$ cat src/rtl/instr_fetch_queue.sv
// instr_fetch_queue: IF-stage fetch queue, in-order imem requests, DEPTH-entry FIFO.
// Optional macro FETCH_BYPASS_EN: same-cycle response bypass to ID when the FIFO is empty.
module instr_fetch_queue #(
    parameter int unsigned DEPTH    = 4,
    parameter logic [31:0] RESET_PC = 32'h0000_0000,
    parameter int unsigned CNT_W    = 3
) (
    input  logic        clk_i,
    input  logic        rst_i,
    input  logic        redirect_i,
    input  logic [31:0] redirect_pc_i,
    input  logic        stall_i,
    output logic        instr_valid_o,
    output logic [31:0] instr_o,
    output logic [31:0] pc_add4_o,
    output logic        imem_req_o,
    output logic [31:0] imem_addr_o,
    input  logic        imem_ready_i,
    input  logic        imem_rvalid_i,
    input  logic [31:0] imem_rdata_i,
    output logic        overflow_o
);

    localparam int unsigned PW = (DEPTH > 1) ? $clog2(DEPTH) : 1;
    localparam logic [CNT_W:0]   CREDIT = (CNT_W + 1)'(DEPTH);
    localparam logic [CNT_W-1:0] FULL   = CNT_W'(DEPTH);

    typedef struct packed {
        logic [31:0] instr;
        logic [31:0] pc_add4;
    } entry_t;

    entry_t            mem [DEPTH];
    logic [PW-1:0]     rd_ptr;
    logic [PW-1:0]     wr_ptr;
    logic [CNT_W-1:0]  count;
    logic [CNT_W-1:0]  outstanding;
    logic [CNT_W-1:0]  drop_cnt;
    logic [31:0]       fetch_pc;
    logic [31:0]       resp_pc;
    logic [31:0]       target;

    logic head_valid;
    logic rsp_ok;
    logic consume;
    logic push;
    logic pop;
    logic full_drop;
    logic wr_en;
    logic fire;
    logic rsp_dec;

    // Handshake decode, credit check and output selection
    always_comb begin
        target      = redirect_pc_i & ~32'h3;
        head_valid  = (count != '0);
        imem_req_o  = !rst_i && !redirect_i &&
                      (({1'b0, count} + {1'b0, outstanding}) < CREDIT);
        imem_addr_o = fetch_pc;
        fire        = imem_req_o && imem_ready_i;
        rsp_dec     = imem_rvalid_i && (outstanding != '0);
        rsp_ok      = !rst_i && !redirect_i && imem_rvalid_i &&
                      (drop_cnt == '0);
        consume     = 1'b0;
        instr_valid_o = head_valid;
        instr_o       = head_valid ? mem[rd_ptr].instr : 32'h0;
        pc_add4_o     = head_valid ? mem[rd_ptr].pc_add4 : 32'h0;
`ifdef FETCH_BYPASS_EN
        if (!head_valid && rsp_ok) begin
            instr_valid_o = 1'b1;
            instr_o       = imem_rdata_i;
            pc_add4_o     = resp_pc + 32'd4;
            consume       = !stall_i;
        end
`endif
        push      = rsp_ok && !consume;
        pop       = head_valid && !stall_i && !redirect_i;
        full_drop = push && (count == FULL) && !pop;
        wr_en     = push && !full_drop;
    end

    // FIFO storage, written only on an accepted push
    always_ff @(posedge clk_i) begin
        if (wr_en) begin
            mem[wr_ptr] <= '{instr: imem_rdata_i, pc_add4: resp_pc + 32'd4};
        end
    end

    // Control state: pointers, counters, PCs, drop accounting, sticky overflow
    always_ff @(posedge clk_i or posedge rst_i) begin
        if (rst_i) begin
            fetch_pc    <= RESET_PC;
            resp_pc     <= RESET_PC;
            count       <= '0;
            outstanding <= '0;
            drop_cnt    <= '0;
            rd_ptr      <= '0;
            wr_ptr      <= '0;
            overflow_o  <= 1'b0;
        end else if (redirect_i) begin
            count       <= '0;
            rd_ptr      <= '0;
            wr_ptr      <= '0;
            fetch_pc    <= target;
            resp_pc     <= target;
            drop_cnt    <= outstanding - CNT_W'(rsp_dec);
            outstanding <= outstanding - CNT_W'(rsp_dec);
        end else begin
            if (fire) begin
                fetch_pc <= fetch_pc + 32'd4;
            end
            if (fire && !rsp_dec) begin
                outstanding <= outstanding + CNT_W'(1);
            end else if (!fire && rsp_dec) begin
                outstanding <= outstanding - CNT_W'(1);
            end
            if (imem_rvalid_i) begin
                if (drop_cnt != '0) begin
                    drop_cnt <= drop_cnt - CNT_W'(1);
                end else begin
                    resp_pc <= resp_pc + 32'd4;
                end
            end
            if (wr_en) begin
                wr_ptr <= wr_ptr + PW'(1);
            end
            if (pop) begin
                rd_ptr <= rd_ptr + PW'(1);
            end
            if (wr_en && !pop) begin
                count <= count + CNT_W'(1);
            end else if (pop && !wr_en) begin
                count <= count - CNT_W'(1);
            end
            if (full_drop) begin
                overflow_o <= 1'b1;
            end
        end
    end

endmodule

$ cat config.mk
export PLATFORM = sky130hd
export DESIGN_NAME = instr_fetch_queue
export DESIGN_NICKNAME = d
export VERILOG_FILES = /design/src/rtl/instr_fetch_queue.sv
export SDC_FILE = /design/constraint.sdc
export NUM_CORES = 1
export LEC_CHECK = 0
export ABC_AREA = 1
export BUFFER_PORTS_ARGS = -buffer_cell sky130_fd_sc_hd__buf_2
export CAP_MARGIN = 20
export CORE_AREA = 5 5 184 230
export DETAILED_ROUTE_END_ITERATION = 12
export DIE_AREA = 0 0 189 235
export PLACE_DENSITY = 0.62
export SKIP_LAST_GASP = 1
export SLEW_MARGIN = 25
export SYNTH_ARGS = -nofsm -noshare
export SYNTH_HDL_FRONTEND = slang
export SYNTH_SLANG_ARGS = --single-unit
$ cat constraint.sdc
create_clock -name clk_i -period 6.1 [get_ports clk_i]
set_input_delay 0.305 -clock clk_i [delete_from_list [all_inputs] [get_ports clk_i]]
set_output_delay 0.305 -clock clk_i [all_outputs]
set_load 0.005 [all_outputs]
## Word level (Yosys, flattened, before mapping)

Memories as Yosys holds them, arrays and structs flattened.
Index checks and enable logic that the tools add are counted.

- Bits of input ports: 70
- Logic and storage cells: 83
- RAM bits: 256
- Register bits after elaboration: 78
- Memories: 1
- Output and inout port bits: 99

- Add/subtract/negate cells: 11
- Multiplexer cells: 22
- Reduce and logical (&&, ||, !) cells: 37
- Magnitude comparators: 1
- Bitwise logic cells: 1
- Equal/unequal tests: 2

Memories:

| name | words | bits a word | rd ports | clocked after Yosys merged registers in | wr ports | RTL line | source |
|---|---|---|---|---|---|---|---|
| mem | 4 | 64 | 1 | 0 | 1 | 33 | `entry_t mem [DEPTH];` |

Operators by type and width:

| cell | number |
|---|---|
| $mux 32 | 7 |
| $add 32x3->32 const B | 2 |
| $mux 3 | 9 |
| $logic_and 1x1->1 | 15 |
| $reduce_bool 3->1 | 5 |
| $reduce_bool 2->1 | 5 |
| $sub 3x1->3 const B | 3 |
| $logic_not 1->1 | 8 |
| $mux 2 | 4 |
| $add 3x1->3 const B | 2 |
| $reduce_and 2->1 | 3 |
| $add 2x1->2 const B | 2 |
| $add 3x3->4 | 1 |
| $lt 4x3->1 const B | 1 |
| $eq 3x3->1 const B | 1 |
| $logic_not 3->1 | 1 |
| $sub 3x1->3 | 1 |
| $mux 1 | 2 |
| $ne 2x2->1 const B | 1 |
| $not 1->1 | 1 |

## Logic depth before layout (Yosys ltp)

- Depth after elaboration: 13
- Mapped depth: 15
- Depth with buffers taken out: 15

## Worst setup path before layout

OpenSTA, ideal clock, no wires.

- Kind: input-to-reg
- From: input port rst_i
- To: memory mem[0][10] (netlist name) (enable)
- Buffers on the path: 0
- Arrival time: 4.472 ns
- Library setup time: 0.482 ns
- Stages on the path: 6
- Data required time: 5.618 ns
- Path slack: 1.146 ns
- Path through: inv_1 > nand2_1 > nor2_1 > nand2_1 > nand2_2 > nor2_1

- Word-level cells in the longest chain between the ends: 10

Ends and longest elaborated chain:

| item | RTL line | source |
|---|---|---|
| start: declaration | 9 | `input logic rst_i,` |
| $logic_not 1->1 (no line) * | - |  |
| $logic_and 1x1->1 * (3 in a row) | 62 | `rsp_ok = !rst_i && !redirect_i && imem_rvalid_i &&` |
| $logic_and 1x1->1 (2 in a row) | 78 | `full_drop = push && (count == FULL) && !pop;` |
| $logic_not 1->1 | 79 | `wr_en = push && !full_drop;` |
| $logic_and 1x1->1 * | 79 |  |
| $mux 1 * | 84 | `if (wr_en) begin` |
| $mux 1 (implied by the code) * | 85 | `mem[wr_ptr] <= '{instr: imem_rdata_i, pc_add4: resp_pc + 32'd4};` |
| end: declaration | 33 |  |

Mark *: on every way between the ends. The rest lies on a longest branch, timed or not.

## Worst setup path in the final report

- From: register rd_ptr[0]
- To: output port pc_add4_o[2]

- Word-level cells in the longest chain between the ends: 2

Ends and longest elaborated chain:

| item | RTL line | source |
|---|---|---|
| start: declaration | 34 | `logic [PW-1:0] rd_ptr;` |
| start signal: assignment | 128 | `rd_ptr <= rd_ptr + PW'(1);` |
| $mem_v2 4x64 | - |  |
| $mux 32 | 67 | `pc_add4_o = head_valid ? mem[rd_ptr].pc_add4 : 32'h0;` |
| end: declaration | 15 | `output logic [31:0] pc_add4_o,` |

Every way passes these cells.

==> impl_metrics.yaml <==
outcome:
  outcome: "completed"
sta:
  relSlewSlack_pct: 35.9
  finalClockSkew_ns: 0.0258
  fin_tns_setup_ns: 0
  period_share_pct: 53.9
  slew_violations: 0
  hold_violations: 0
  setup_viol: 0
  period_needed_ns: 3.29
  rsz0062_at_grt: "no"
  worst_pin_slew_ns: 0.961
  fmax_mhz: 304
global_route:
  grt_antenna_before_repair: 0
  grt_pass1_vias: 10900
  busiest_layer: "met2"
  gr-usage-met3_pct: 2.57
  grt_max_degree: 105
  grt_use_total_pct: 16.5
  globalRoute.totalOverflow: 0
  use_met2_pct: 28.9
  grt_first_pass_wirelength_um: 59200
  use_met1_pct: 21.6
drt:
  drt-initial-drc-count: 643
  via_count: 11100
  wl_um: 37700
  via_per_inst: 4.95
  avgRoutedWirePerCell_um: 16.8
  route.detailed.drc: 0
  final_antenna_net_count: 0
  dr.pass1.iters: 5
floorplan:
  ios: 169
  die_w_um: 189
  core-area_um2: 39900
  initial_core_util_pct: 37.3
  rows: 82
  die-area_um2: 44400
  dieHeight_um: 235
finish:
  layoutNonFillerInstCount: 2246
  antenna_cells: 0
  mostFrequentLayoutCells: "324 x nor2_1, 296 x nand2_1, 248 x edfxtp_1"
  final_nets: 1801
  final_common_cell: "nor2_1"
  drive_above_1_share_pct: 15.2
  areaGrowthSynthToFinish_pct: 18.7
clock_tree:
  postCtsSetupBuffers: 0
  clkSinkCount: 322
  holdBufCountCts: 32
  htree_levels: 2
  cts_tree: "yes"
  numCtsBuffers: 35
  clk_pin_slew_worst_paths_ns: 0.06
  clockBufferDepth: 3
  cts_root_buf: "clkbuf_16"
  clock_latency_ns: 0.53
  cts_resized: 0
worst_setup_path:
  reg2reg_from: "count[2]"
  critical_path_peak_fanout: 64
  critPathArrivalTime_ns: 2.98
  worst-setup-path-type: "reg -> out"
  cp.required_ns: 5.79
  crit_start: "rd_ptr[0]"
  crit_path_start_kind: "flop"
  endpoint_kind: "primary output"
logic_synthesis:
  synth_area_um2: 14900
  async_flop_share_pct: 23.0
  synth_top_cell_area_share_pct: 50.0
  synth_cell_type_count: 40
  ys.warnings.count: 0
  synth_edf_count: 248
  postSynthAreaPerCell_um2: 9.68
  yosys_most_used_dff: "edfxtp_1"
  ys_seq_area_share_pct: 62.4
  synth_area_leaders: "edfxtp_1 50%, dfrtp_1 12%, nor2_1 8.3%, nand2_1 7.5%, o21ai_0 5.3%"
  synth-seq-cells: 322
  yosys.area.top_type: "edfxtp_1"
  synthCells: 1539
placed_design:
  hpwl_um: 23800
  gp_congestion: 0.937
  dp_cells: 2152
  port_buffers: 162
pwr:
  powerDensity_nw_per_um2: 369
  p_leak_nw: 6.99
  ir_drop_uv: 192
flow_run:
  max_cap_violations: 0
worst_hold_path:
  hp-start: "imem_rdata_i[10]"
  worst_hold_path_type: "in -> reg"
[routing by layer]
metal	share of wire (%)	vias up
met3	4.9	54
met1	44	5265
met2	50	302
met5	0	-
li1	-	5503
met4	2.0	0
[worst paths after layout]
check / to / slack, ns / depth (start not counted)
max: pc_add4_o[2] / 2.81 / 5
min: mem[3][42] / 0.03 / 1
max reg2reg: mem[2][20] / 3.15 / 8
min reg2reg: overflow_o / 0.48 / 2
max in group asynchronous: rd_ptr[0] / 4.96 / 4
min in group asynchronous: overflow_o / 0.22 / 3
[power by group]
part | internal [W] | leakage (nW) | total (W) | switching (W)
sequential | 0.00255 | 3.13 | 0.00271 | 0.000160
combinational | 0.000593 | 3.28 | 0.00170 | 0.00111
clock | 0.00128 | 0.574 | 0.00211 | 0.000832
total | 0.00442 | 6.99 | 0.00652 | 0.00210
[sequential cells by signal, indices dropped and copies added, names as in the netlist]
name,cells
drop_cnt,3
rd_ptr,2
count,3
wr_ptr,2
resp_pc,30
mem,248
imem_addr_o,30
outstanding,3
overflow_o,1
[metrics by stage]
stage                     hold slack (ns)  total power [W]  util [%]  setup WS (ns)  cell area, um^2
after floorplan                     0.404          0.00377         -           1.15            14900
after global placement              0.189          0.00443      40.6           2.47            16200
after detailed placement            0.191          0.00447      40.6           2.44            16200
after CTS                          0.0117          0.00662      44.3           2.54            17700
after global routing               0.0249          0.00691      44.3           2.52            17700
final                              0.0336          0.00652      44.3           2.81            17700
[worst max-delay path, stage by stage, from the launching register on]
cell and delay [ns]:
dfrtp_4 0.59, clkinv_2 0.69, buf_4 0.60, o21ai_0 0.24
a21oi_1 0.12, buf_2 0.19
[synth_stat cells (9+ instances only)]
| library cell | number |
|---|---|
| a21oi_1 | 69 |
| buf_1 | 10 |
| buf_2 | 15 |
| clkbuf_1 | 32 |
| dfrtp_1 | 74 |
| edfxtp_1 | 248 |
| ha_1 | 12 |
| inv_1 | 103 |
| nand2_1 | 296 |
| nand3_1 | 63 |
| nand4_1 | 9 |
| nor2_1 | 328 |
| nor3_1 | 18 |
| o211ai_1 | 15 |
| o21ai_0 | 157 |
| xor2_1 | 22 |
[cells by family after synthesis]
| logic type | count (synthesis) | synth area share, % |
|---|---|---|
| buffers and inverters | 176 | 4.92 |
| XOR/XNOR | 28 | 1.65 |
| flip-flops | 322 | 62.4 |
| AND/OR/NAND/NOR | 743 | 20.6 |
| AO/OA/AOI/OAI | 255 | 9.05 |
| other | 1 | 0.0252 |
| adder cells (fa/ha/maj) | 14 | 1.28 |
[final cells by class]
| type | count | area [um^2] |
|---|---|---|
| clock buffer | 48 | 1000 |
| clock inverter | 14 | 164 |
| fill | 3804 | 22200 |
| inverter | 110 | 422 |
| multi-input combinational | 1044 | 4910 |
| sequential | 322 | 9300 |
| tap | 504 | 631 |
| timing repair buffer | 204 | 1250 |
No activity file was read; power rests on OpenSTA's default activity.
